<file path="config.mk">
export PLATFORM = sky130hd
export DESIGN_NAME = level_sequencer
export DESIGN_NICKNAME = d
export VERILOG_FILES = /design/src/rtl/game_pkg.sv /design/src/rtl/level_sequencer_sec_tick_gen.sv /design/src/rtl/level_sequencer.sv
export SDC_FILE = /design/constraint.sdc
export NUM_CORES = 1
export LEC_CHECK = 0
export ABC_AREA = 1
export BUFFER_PORTS_ARGS = -buffer_cell sky130_fd_sc_hd__buf_2
export CAP_MARGIN = 20
export CORE_AREA = 2 2 87 89
export CTS_BUF_LIST = sky130_fd_sc_hd__clkbuf_16
export DETAILED_ROUTE_END_ITERATION = 8
export DIE_AREA = 0 0 89 91
export HOLD_SLACK_MARGIN = 0.1
export PLACE_DENSITY = 0.83
export SLEW_MARGIN = 40
export SYNTH_ARGS = -nofsm -noshare
export SYNTH_HDL_FRONTEND = slang
export SYNTH_SLANG_ARGS = --single-unit
</file>
<file path="constraint.sdc">
create_clock -name clk -period 6.5 [get_ports clk]
set_input_delay 0.65 -clock clk [delete_from_list [all_inputs] [get_ports clk]]
set_output_delay 0.65 -clock clk [all_outputs]
set_load 0.01 [all_outputs]
</file>
<file path="src/rtl/game_pkg.sv">
// Shared game-flow constants for the sequencer, collector and display blocks.
package game_pkg;

  localparam int unsigned LVL_W     = 3;
  localparam int unsigned SCORE_MAX = 255;
  localparam logic [4:0]  ALL_CAPTURED = 5'b11111;

  typedef enum logic [2:0] {
    IDLE      = 3'd0,
    PLAY      = 3'd1,
    LVL_DONE  = 3'd2,
    RESPAWN   = 3'd3,
    GAME_OVER = 3'd4,
    WIN       = 3'd5
  } game_state_t;

  function automatic logic [7:0] sat_add(input logic [7:0] base, input logic [7:0] inc);
    logic [8:0] sum;
    sum = {1'b0, base} + {1'b0, inc};
    return (sum > 9'(SCORE_MAX)) ? 8'(SCORE_MAX) : sum[7:0];
  endfunction

endpackage

</file>
<file path="src/rtl/level_sequencer_sec_tick_gen.sv">
// One-second prescaler: counts 0..CLK_PER_SEC-1 while enabled, tick on terminal count.
module sec_tick_gen #(
  parameter int unsigned CLK_PER_SEC = 40_000_000
) (
  input  logic clk,
  input  logic rst_n,
  input  logic clr,
  input  logic en,
  output logic tick
);

  localparam int unsigned      CNT_W = (CLK_PER_SEC > 1) ? $clog2(CLK_PER_SEC) : 1;
  localparam logic [CNT_W-1:0] LAST  = CNT_W'(CLK_PER_SEC - 1);

  logic [CNT_W-1:0] cnt;

  always_ff @(posedge clk or negedge rst_n) begin
    if (!rst_n) begin
      cnt <= '0;
    end else if (clr) begin
      cnt <= '0;
    end else if (en) begin
      cnt <= (cnt == LAST) ? '0 : cnt + CNT_W'(1);
    end
  end

  assign tick = en && (cnt == LAST);

endmodule

</file>
<file path="src/rtl/level_sequencer.sv">
// Game-flow controller: level select, collector clear, score and countdown time.
// Optional lives/respawn support is enabled by defining LEVEL_SEQ_LIVES_EN.
module level_sequencer
  import game_pkg::*;
#(
  parameter int unsigned NUM_LEVELS  = 3,
  parameter int unsigned CLK_PER_SEC = 40_000_000,
  parameter int unsigned LVL_TIME    = 60,
  parameter int unsigned DONE_HOLD   = 2
) (
  input  logic             clk,
  input  logic             rst_n,
  input  logic             start,
  input  logic             capture_point,
  input  logic [4:0]       captured,
  input  logic             crash,
  output logic [LVL_W-1:0] lvl,
  output logic             collect_clr,
  output logic [7:0]       score,
  output logic [6:0]       time_left,
  output logic [2:0]       game_state,
  output logic [1:0]       lives
);

  localparam int unsigned      HOLD_W    = (DONE_HOLD > 1) ? $clog2(DONE_HOLD) : 1;
  localparam logic [HOLD_W-1:0] HOLD_LAST = HOLD_W'(DONE_HOLD - 1);
  localparam logic [6:0]        T_INIT    = 7'(LVL_TIME);
  localparam logic [LVL_W-1:0]  LAST_LVL  = LVL_W'(NUM_LEVELS);
  localparam logic [LVL_W-1:0]  FIRST_LVL = LVL_W'(1);

  game_state_t      state;
  logic [LVL_W-1:0] lvl_idx;
  logic [HOLD_W-1:0] hold_cnt;
  logic             sec_tick;
  logic             all_cap;
  logic             fail;
  logic [7:0]       bonus;
  logic             prescale_en;
  logic             prescale_clr;

  assign all_cap     = (captured == ALL_CAPTURED);
  assign fail        = crash || (sec_tick && (time_left == 7'd1));
  assign bonus       = {7'd0, capture_point} + {1'b0, time_left};
  assign prescale_en = (state == PLAY) || (state == LVL_DONE) || (state == RESPAWN);
  // Tick-driven exits land on the terminal count and wrap to 0 by themselves;
  // only the event-driven exits out of PLAY need an explicit clear.
  assign prescale_clr = (state == PLAY) && (all_cap || crash);
  assign game_state   = state;

  sec_tick_gen #(.CLK_PER_SEC(CLK_PER_SEC)) u_sec_tick (
    .clk  (clk),
    .rst_n(rst_n),
    .clr  (prescale_clr),
    .en   (prescale_en),
    .tick (sec_tick)
  );

`ifdef LEVEL_SEQ_LIVES_EN
  logic [1:0] lives_q;
  assign lives = lives_q;
`else
  assign lives = '0;
`endif

  always_ff @(posedge clk or negedge rst_n) begin
    if (!rst_n) begin
      state       <= IDLE;
      lvl_idx     <= FIRST_LVL;
      lvl         <= '0;
      collect_clr <= 1'b1;
      score       <= '0;
      time_left   <= T_INIT;
      hold_cnt    <= '0;
`ifdef LEVEL_SEQ_LIVES_EN
      lives_q     <= 2'd3;
`endif
    end else begin
      case (state)
        IDLE, GAME_OVER, WIN: begin
          if (start) begin
            state       <= PLAY;
            lvl_idx     <= FIRST_LVL;
            lvl         <= FIRST_LVL;
            collect_clr <= 1'b0;
            score       <= '0;
            time_left   <= T_INIT;
`ifdef LEVEL_SEQ_LIVES_EN
            lives_q     <= 2'd3;
`endif
          end
        end
        PLAY: begin
          if (all_cap) begin
            score       <= sat_add(score, bonus);
            state       <= LVL_DONE;
            hold_cnt    <= '0;
            lvl         <= '0;
            collect_clr <= 1'b1;
          end else begin
            if (capture_point) score <= sat_add(score, 8'd1);
            if (sec_tick && (time_left != '0)) time_left <= time_left - 7'd1;
            if (fail) begin
              lvl         <= '0;
              collect_clr <= 1'b1;
              hold_cnt    <= '0;
`ifdef LEVEL_SEQ_LIVES_EN
              if (lives_q > 2'd1) begin
                lives_q   <= lives_q - 2'd1;
                time_left <= T_INIT;
                state     <= RESPAWN;
              end else begin
                lives_q   <= '0;
                state     <= GAME_OVER;
              end
`else
              state <= GAME_OVER;
`endif
            end
          end
        end
        LVL_DONE: begin
          if (sec_tick) begin
            if (hold_cnt == HOLD_LAST) begin
              hold_cnt <= '0;
              if (lvl_idx == LAST_LVL) begin
                state <= WIN;
              end else begin
                lvl_idx     <= lvl_idx + LVL_W'(1);
                lvl         <= lvl_idx + LVL_W'(1);
                collect_clr <= 1'b0;
                time_left   <= T_INIT;
                state       <= PLAY;
              end
            end else begin
              hold_cnt <= hold_cnt + HOLD_W'(1);
            end
          end
        end
        RESPAWN: begin
          if (sec_tick) begin
            if (hold_cnt == HOLD_LAST) begin
              hold_cnt    <= '0;
              lvl         <= lvl_idx;
              collect_clr <= 1'b0;
              state       <= PLAY;
            end else begin
              hold_cnt <= hold_cnt + HOLD_W'(1);
            end
          end
        end
        default: state <= IDLE;
      endcase
    end
  end

endmodule
</file>
Word level (Yosys, flattened, before mapping)

Index checks and enable logic that the tools add are counted.

Register bits: 52
Bits in latches: 0
Memory bits (writable): 0
Bits in read-only memories: 0
Input bits: 10
Output and inout port bits: 24
Word-level logic and storage cells: 109
Memories: 0

Add/sub/neg operators: 7
Multipliers: 0
Div/mod/pow operators: 0
Order comparisons: 2
Equality and inequality tests: 20
Shift operators: 0
Mux-type cells: 48
Bitwise gates (word level): 0
Reductions and logical operators: 24

Operators by type and width:

| operator                                                       | number |
|---|---|
| two-way mux 26 bit                                             | 3 |
| two-way mux 3 bit                                              | 15 |
| two-way mux 7 bit                                              | 6 |
| two-way mux 8 bit                                              | 5 |
| adder 26 x 1 -> 26 bit (second input constant)                 | 1 |
| equality test 26 bit (second input constant)                   | 1 |
| case mux 3 bit (4 select lines)                                | 2 |
| case mux 7 bit (3 select lines)                                | 1 |
| greater-than comparator 9 x 8 -> 1 bit (second input constant) | 2 |
| case mux 8 bit (2 select lines)                                | 1 |
| inequality test 2 bit (second input constant)                  | 7 |
| two-way mux 1 bit                                              | 12 |
| adder 8 x 1 -> 9 bit (second input constant)                   | 1 |
| adder 8 x 8 -> 9 bit                                           | 1 |
| equality test 3 x 2 -> 1 bit (second input constant)           | 3 |
| adder 1 x 7 -> 8 bit                                           | 1 |
| AND reduction 8 bit                                            | 1 |
| nonzero test 2 bit                                             | 4 |
| equality test 7 x 1 -> 1 bit (second input constant)           | 1 |
| AND reduction 7 bit                                            | 1 |
| nonzero test 7 bit                                             | 1 |
| subtractor 7 x 1 -> 7 bit (second input constant)              | 1 |
| equality test 3 bit (second input constant)                    | 2 |
| inequality test 3 bit (second input constant)                  | 2 |
| 18 further kinds                                               | 26 |

Longest topological paths before layout

Gate-level depths: netlist of run 1.

Depth in word-level cells: 9
Mapped depth: 12
Gate-level depth less buffers: 12

By module

A second synthesis of run 1 with hierarchy kept.

Cells, all modules: 559
Area total of the unflattened synthesis: 3,926.3 µm²

By module, submodules not included:

| module          | instances | cells each | area an instance (µm²) | seq. area each (µm²) |
|---|---|---|---|---|
| level_sequencer | 1         | 310        | 2,122.0                | 658.1 |
| sec_tick_gen    | 1         | 249        | 1,804.2                | 650.6 |

Worst setup path after synthesis of run 1

OpenSTA, ideal clock, no wires.

Path type: input to register
From: in capture_point
To: reg score[2]
Setup time: 0.122 ns
Data arrival time: 2.379 ns
Data required time: 6.378 ns
Path slack: 3.998 ns
Cell stages on the path: 8
Buffers on the path: 0
Cells stage by stage: fa_1 -> fa_1 -> nand3_1 -> nand3_1 -> a21oi_1 -> o21ai_0 -> a21oi_1 -> a21oi_1

Word-level cells in the longest chain between the ends: 6
Elaborated cells between the ends (all ways): 8
Classes of those cells: add/sub (2); order compare (1); eq/ne (1); mux (3); reduce/logical (1)

RTL lines:

| item                                   | line                   | RTL |
|---|---|---|
| start: declaration                     | level_sequencer.sv:14  | `input logic capture_point,` |
| adder 1 x 7 -> 8 bit                   | level_sequencer.sv:43  | `assign bonus = {7'd0, capture_point} + {1'b0, time_left};` |
| adder 8 x 8 -> 9 bit                   | game_pkg.sv:19         | `sum = {1'b0, base} + {1'b0, inc};` |
| greater-than comparator 9 x 8 -> 1 bit | game_pkg.sv:20         | `return (sum > 9'(SCORE_MAX)) ? 8'(SCORE_MAX) : sum[7:0];` |
| two-way mux 8 bit                      | game_pkg.sv:20         |  |
| two-way mux 8 bit                      | level_sequencer.sv:93  | `if (all_cap) begin` |
| case mux 8 bit (2 select lines)        | level_sequencer.sv:78  | `case (state)` |
| end signal: assignment                 | level_sequencer.sv:94  | `score <= sat_add(score, bonus);` |
| end signal: assignment                 | level_sequencer.sv:100 | `if (capture_point) score <= sat_add(score, 8'd1);` |
| end: declaration                       | level_sequencer.sv:19  | `output logic [7:0] score,` |

Parallel ways exist; a longest one is shown, timed or not.
A chain may end at the register's enable or synchronous reset.

Worst setup path after layout of run 1

Ends and elaborated chain as after synthesis.

==> results of run 1 <==
-- per-layer routing --
| layer | vias to the layer above | routed length (um) |
|---|---|---|
| li1 | 1914 | - |
| met1 | 1839 | 4260 |
| met2 | 154 | 4690 |
| met3 | 14 | 594 |
| met4 | 0 | 81 |
| met5 | - | 0 |
-- Yosys cell counts, types with 11 or more instances --
library cell              count
sky130_fd_sc_hd__inv_1       58
sky130_fd_sc_hd__ha_1        13
sky130_fd_sc_hd__a21oi_1     24
sky130_fd_sc_hd__o21ai_0     22
sky130_fd_sc_hd__xor2_1      13
sky130_fd_sc_hd__nor2_1      66
sky130_fd_sc_hd__nand3_1     48
sky130_fd_sc_hd__dfrtp_1     46
sky130_fd_sc_hd__nand4_1     27
sky130_fd_sc_hd__inv_2       11
sky130_fd_sc_hd__nor3_1      13
sky130_fd_sc_hd__nand2_1    150
-- cell type report --
class | count | area, um2
Timing Repair Buffer | 32 | 163
Sequential cell | 52 | 1310
Multi-Input combinational cell | 435 | 2310
Tap cell | 99 | 124
Clock inverter | 3 | 38.8
Fill cell | 664 | 2800
Inverter | 70 | 263
Clock buffer | 5 | 125
-- cells by family (layout without fill, tap and decap cells) --
| logic type | Yosys count | in the layout |
|---|---|---|
| and+or+nand+nor | 334 | 334 |
| buffers and inverters | 78 | 110 |
| AOI/OAI and AO/OA | 67 | 67 |
| DFF | 52 | 52 |
| xor gates and xnor gates | 17 | 17 |
| adders and majority gates | 15 | 15 |
| other | 1 | 2 |
-- worst paths after layout --
check                                   startpoint                       endpoint  slack (ns)  cells past startpoint
min reg2reg                collect_clr$_DFFE_PN1P_        collect_clr$_DFFE_PN1P_        0.49                      2
max                                  capture_point           score[2]$_DFFE_PN0P_        3.93                      9
min in group clk           collect_clr$_DFFE_PN1P_        collect_clr$_DFFE_PN1P_        0.49                      2
max reg2reg                   score[0]$_DFFE_PN0P_           score[2]$_DFFE_PN0P_        3.94                      8
max in group asynchronous                    rst_n  u_sec_tick.cnt[4]$_DFFE_PN0P_        5.56                      2
min                                          rst_n           score[5]$_DFFE_PN0P_        0.48                      2
-- worst register-to-register path, cell delays in order (launching register included) --
cell                      delay [ns]
sky130_fd_sc_hd__dfrtp_1        0.46
sky130_fd_sc_hd__fa_1           0.48
sky130_fd_sc_hd__fa_1           0.46
sky130_fd_sc_hd__nand3_1        0.11
sky130_fd_sc_hd__nand3_1        0.11
sky130_fd_sc_hd__a21oi_1        0.42
sky130_fd_sc_hd__o21ai_0        0.17
sky130_fd_sc_hd__a21oi_1        0.15
sky130_fd_sc_hd__a21oi_1        0.08
-- state kept, by name, summed over array words and instances (netlist names) --
name / count
u_sec_tick.cnt: 26
lvl: 3
score: 8
collect_clr: 1
hold_cnt: 1
game_state: 3
time_left: 7
lvl_idx: 3
-- power by group --
group,switching [mW],internal (mW)
sequential,0.188,0.456
combinational,0.633,0.356
clock,0.121,0.180
total,0.942,0.992
-- layout by cell type, fill, tap and decap left out, types with 7 or more instances in the layout --
cell and count:
sky130_fd_sc_hd__dfrtp_1 46, sky130_fd_sc_hd__inv_1 59, sky130_fd_sc_hd__nand4_1 27, sky130_fd_sc_hd__nand2_1 150, sky130_fd_sc_hd__o21ai_0 22, sky130_fd_sc_hd__inv_2 11
sky130_fd_sc_hd__nor2_1 66, sky130_fd_sc_hd__o21ai_2 7, sky130_fd_sc_hd__nor3_1 13, sky130_fd_sc_hd__nand3_1 48, sky130_fd_sc_hd__a21oi_1 24, sky130_fd_sc_hd__buf_2 31
sky130_fd_sc_hd__ha_1 13, sky130_fd_sc_hd__xor2_1 13
-- per-stage QoR --
step	hold WS (ns)	setup WS [ns]	util	total power [mW]	instances
after floorplan	0.354	4.00	-	1.36	565
after global placement	0.464	3.69	0.584	1.58	688
after detailed placement	0.477	3.66	0.584	1.62	688
after CTS	0.485	3.96	0.607	1.93	696
after global routing	0.515	3.77	0.607	2.10	696
final	0.478	3.93	0.607	1.93	696
==> metrics.cfg, run 1 <==
[outcome]
run_status=finished clean

[hold_path]
min-delay-path-class=input pin to asynchronous set/reset pin

[clock_network]
clk_pin_slew_ns=0.07
ctsLongestPathBuffers=2
cts_tree=yes
htree_levels=2
setup_bufs_post_cts=0
post_cts.resized_instances=0
clock_insertion_delay_worst_skew_ns=0.29
cts-hold-fix-buffers=0
cts_made_buffers=5
root_buffer=sky130_fd_sc_hd__clkbuf_16
cts.sink_count=52

[cells_and_area]
final_cell_area_um2=4330
layout.nets=621
diodes=0
layout-area-overhead-vs-synth_pct=10.3
post_route_cells_drive_above_1_share=0.146

[setup_path]
critical_path_class=input pin to flop
arrival_worst_endpoint_ns=2.75
cp.buffers_inverters=1
worst_path_max_delay_cell=sky130_fd_sc_hd__fa_1
worst_setup_path_end_kind=flop
worst_ep_required_time_ns=6.68
crit_path_max_fanout=7
critical_path.top_delay_family=adder cells
cp_cell_sequence=buf_2, fa_1, fa_1, nand3_1, nand3_1, a21oi_1, o21ai_0, a21oi_1, a21oi_1
cp_slowest_stage_delay_ns=0.48
timing.critical_path.from_type=input pin
crit_top_cell=sky130_fd_sc_hd__a21oi_1

[yosys]
post_synth_xor_area_fraction=0.0379
postSynthAreaPerCell_um2=6.97
largest_family_of_logic_cells_by_synthesized_area=simple AND/OR/NAND/NOR gates
portion_of_synthesized_cell_area_occupied_by_the_leading_cell_type=0.293
synth.top_cells.by_area=sky130_fd_sc_hd__dfrtp_1 29%, sky130_fd_sc_hd__nand2_1 14%, sky130_fd_sc_hd__nor2_1 6.3%
synth_sequential_area_ratio=0.333
ys_seq_elements=52
yosys_warnings=0
synth_area_um2=3930
synth_compound_gate_area_share=0.103
syn_inst=564
synth_mux_area_frac=0
synth_edf_count=0
synth-adder-area-share=0.0516
synthSimpleGateAreaFrac=0.394
yosys.cell_types.count=44
synth_ff_type=sky130_fd_sc_hd__dfrtp_1
post_synth_arst_share=1.00
synth_area_leader_cell=sky130_fd_sc_hd__dfrtp_1

[timing]
fin_crit_sh=0.396
setup_total_negative_slack_ns=0
layout_min_cycle_time_ns=2.57
grt_setup_unrepaired=false
max-slew-margin-rel=0.548
setup-violations-final=0
timing.fmax_mhz=389
timing_max_transition_violations_final=0
worstMarginPinSlew_ns=0.677
fin_skew_ns=0.00985
finalHoldViolations=0

[power]
leakagePower_nw=2.16
pwr_density_cell_nw_per_um2=446
worst_ir_drop_vdd_uv=225

[die]
initial_core_util=0.551
row_count=31
die-width_um=89
ios=34
floorplan_die_area_um2=8100
chipHeight_um=91
core_um2=7140

[global_route]
grt_overflow_total=0
grt_util_met2=0.412
via_count_of_the_first_global_routing_pass=3686
global_route.peak_usage_layer=met2
antenna_violations_before_repair=0
wire_length_of_the_first_global_routing_pass_um=16500
largest_net_degree_at_the_start_of_global_routing=53
use_met1=0.338
globalRouteTotalUtil=0.250
grtUsageMet3=0.0436

[detailed_routing]
final_antenna_net_count=0
via_count=3921
drtIter0Drc=388
post-route-drc-count=0
wl_um=9620
vias_per_cell=5.63
avgRoutedWirePerCell_um=13.8
number_of_search_and_repair_iterations_in_the_first_detailed_routing_pass=6

[placed_design]
gp_congestion=0.928
dp_hpwl_um=7170
count_of_buffers_from_port_buffering=31
dpl_cell_area_um2=4170

[job]
timing.max_cap.violations=0

Note: power is estimated with default switching activity, not from simulation.
==> run 2: changes to the inputs <==
Clock period 6.5 ns to 2.4 ns, I/O delays scaled along.
==> metrics.cfg, run 2 (synthesized netlist as in run 1, its figures left out) <==
[outcome]
run_status=finished clean

[die]
die-width_um=89
floorplan_die_area_um2=8100
core_um2=7140
initial_core_util=0.551
ios=34
row_count=31
chipHeight_um=91

[cells_and_area]
layout.nets=630
post_route_cells_drive_above_1_share=0.158
diodes=0
footprint_of_the_multi_input_gates_um2=2310
mostFrequentLayoutCell=sky130_fd_sc_hd__nand2_1
final_instance_count_without_filler_cells=705
layout.cells.most_common_list=150 x sky130_fd_sc_hd__nand2_1, 66 x sky130_fd_sc_hd__nor2_1, 59 x sky130_fd_sc_hd__inv_1
largest_register_ff_count=26
layout_top_registers=u_sec_tick.cnt (26), score (8), time_left (7)
seq_area_um2=1310
largest_register=u_sec_tick.cnt
fillers=667
layout-area-overhead-vs-synth_pct=12.1
finish.utilization=0.617

[clock_network]
clk_pin_slew_ns=0.07
root_buffer=sky130_fd_sc_hd__clkbuf_16
cts_made_buffers=5
setup_bufs_post_cts=0
clock_insertion_delay_worst_skew_ns=0.29
ctsLongestPathBuffers=2
htree_levels=2
cts_tree=yes
cts.sink_count=52

[power]
power.share.switching=0.484
internal-power_mw=2.75
pwr_density_cell_nw_per_um2=1210
clockPowerShare=0.152
comb_power_share=0.525
leakagePower_nw=2.21
power.net_switching_mw=2.59
sequentialPowerShare=0.323
worst_ir_drop_vdd_uv=688
power_mw=5.34

[global_route]
largest_net_degree_at_the_start_of_global_routing=53
wire_length_of_the_first_global_routing_pass_um=16900
antenna_violations_before_repair=0
via_count_of_the_first_global_routing_pass=3765
globalRouteTotalUtil=0.258
grt_overflow_total=0

[timing]
fin_skew_ns=0.00637
fin_crit_sh=0.930
worstMarginPinSlew_ns=0.667
finalHoldWorstSlack_ns=0.426
grt_setup_unrepaired=false
timing.fmax_mhz=448
timing_max_transition_violations_final=0
setup_total_negative_slack_ns=0
finalHoldViolations=0
setup-violations-final=0
max-slew-margin-rel=0.555
layout_min_cycle_time_ns=2.23

[setup_path]
worst-r2r-cell-count=9
worst_path_max_delay_cell=sky130_fd_sc_hd__fa_1
timing.reg2reg.setup_slack_ns=0.17
worst_ep_required_time_ns=2.58
reg2reg_from=score[0]$_DFFE_PN0P_
critPathLaunch=score[0]$_DFFE_PN0P_
cp.buffers_inverters=1
cp_cell_sequence=fa_1, fa_2, nand3_1, nand3_1, a21oi_1, buf_4, o21ai_0, a21oi_1, a21oi_1
critical_path.top_delay_family=adder cells
arrival_worst_endpoint_ns=2.41
critical_path_class=flop to flop
timing.rr.end=score[2]$_DFFE_PN0P_
timing.critical_path.from_type=flop
crit_top_cell=sky130_fd_sc_hd__a21oi_1
worst_setup_path_end_kind=flop
cp_slowest_stage_delay_ns=0.47
crit_path_max_fanout=7

[detailed_routing]
drtIter0Drc=280
post-route-drc-count=0
wl_um=9750
avgRoutedWirePerCell_um=13.8
final_antenna_net_count=0
via_count=3902
vias_per_cell=5.53
number_of_search_and_repair_iterations_in_the_first_detailed_routing_pass=5

[hold_path]
worstHoldStart=capture_point
worst_hold_path.endpoint=score[0]$_DFFE_PN0P_
min-delay-path-class=input pin to flop
min_delay_path_depth=7

[placed_design]
dp_hpwl_um=7470
count_of_buffers_from_port_buffering=31
gp_congestion=0.966
dp_cells=696

[job]
timing.max_cap.violations=0

## run 2: cell count changes in the layout (fill, tap and decap cells not counted)
cell | previous run | this run
sky130_fd_sc_hd__dlygate4sd3_1 | 0 | 1
sky130_fd_sc_hd__fa_2 | 0 | 1
sky130_fd_sc_hd__buf_4 | 1 | 9
sky130_fd_sc_hd__fa_1 | 2 | 1
## run 2: worst max path at each step
| stage | endpoint | cells after the start |
|---|---|---|
| CTS | score[6]$_DFFE_PN0P_ | 9 |
| floorplan | score[2]$_DFFE_PN0P_ | 8 |
| global route | score[2]$_DFFE_PN0P_ | 9 |
| global placement | score[0]$_DFFE_PN0P_ | 12 |
| detailed placement | score[6]$_DFFE_PN0P_ | 9 |
| finish | score[2]$_DFFE_PN0P_ | 9 |
## run 2: final cells by class
type / instances / area share
repair buffers: 41 / 0.0528
inverters: 70 / 0.0596
flip-flops and latches: 52 / 0.297
clock buffers: 5 / 0.0284
clock inverters: 3 / 0.00880
well taps: 99 / 0.0281
multi-input cells: 435 / 0.525
## run 2: power by group through the flow
stage	clock, mW	sequential (mW)	combinational, mW
after global placement	0	1.71	2.65
after CTS	0.825	1.71	2.78
after floorplan	0	1.67	2.03
after global routing	0.856	1.78	3.17
final	0.814	1.72	2.80
after detailed placement	0	1.72	2.76
## run 2: metrics by stage
step           instance area (um2)  setup slack (ns)
6_report                      4410             0.167
5_1_grt                       4410            0.0193
4_1_cts                       4400             0.110
3_5_place_dp                  4230             0.151
3_3_place_gp                  4230             0.225
2_1_floorplan                 3930            0.0865
## run 2: layer usage
layer	share of wire	vias up	global-route usage
met2	0.48	163	0.417
met1	0.44	1792	0.354
met4	0.016	0	0.0771
met3	0.062	18	0.0400
li1	-	1929	-
met5	0	-	0
## run 2: worst min-delay path: stages
cell and delay, ns:
sky130_fd_sc_hd__buf_2 0.10, sky130_fd_sc_hd__inv_1 0.04, sky130_fd_sc_hd__nand2_1 0.07, sky130_fd_sc_hd__nand3_1 0.08, sky130_fd_sc_hd__inv_1 0.05, sky130_fd_sc_hd__nand2_1 0.04
sky130_fd_sc_hd__o21ai_0 0.06
## run 2: what timing repair did
| item | 4_1_cts | 5_1_grt |
|---|---|---|
| hold buffers | 1 | 0 |
| endpoints found under the hold margin | 15 | 0 |
| resized for setup | 0 | 1 |
| setup endpoints to repair | 0 | 3 |
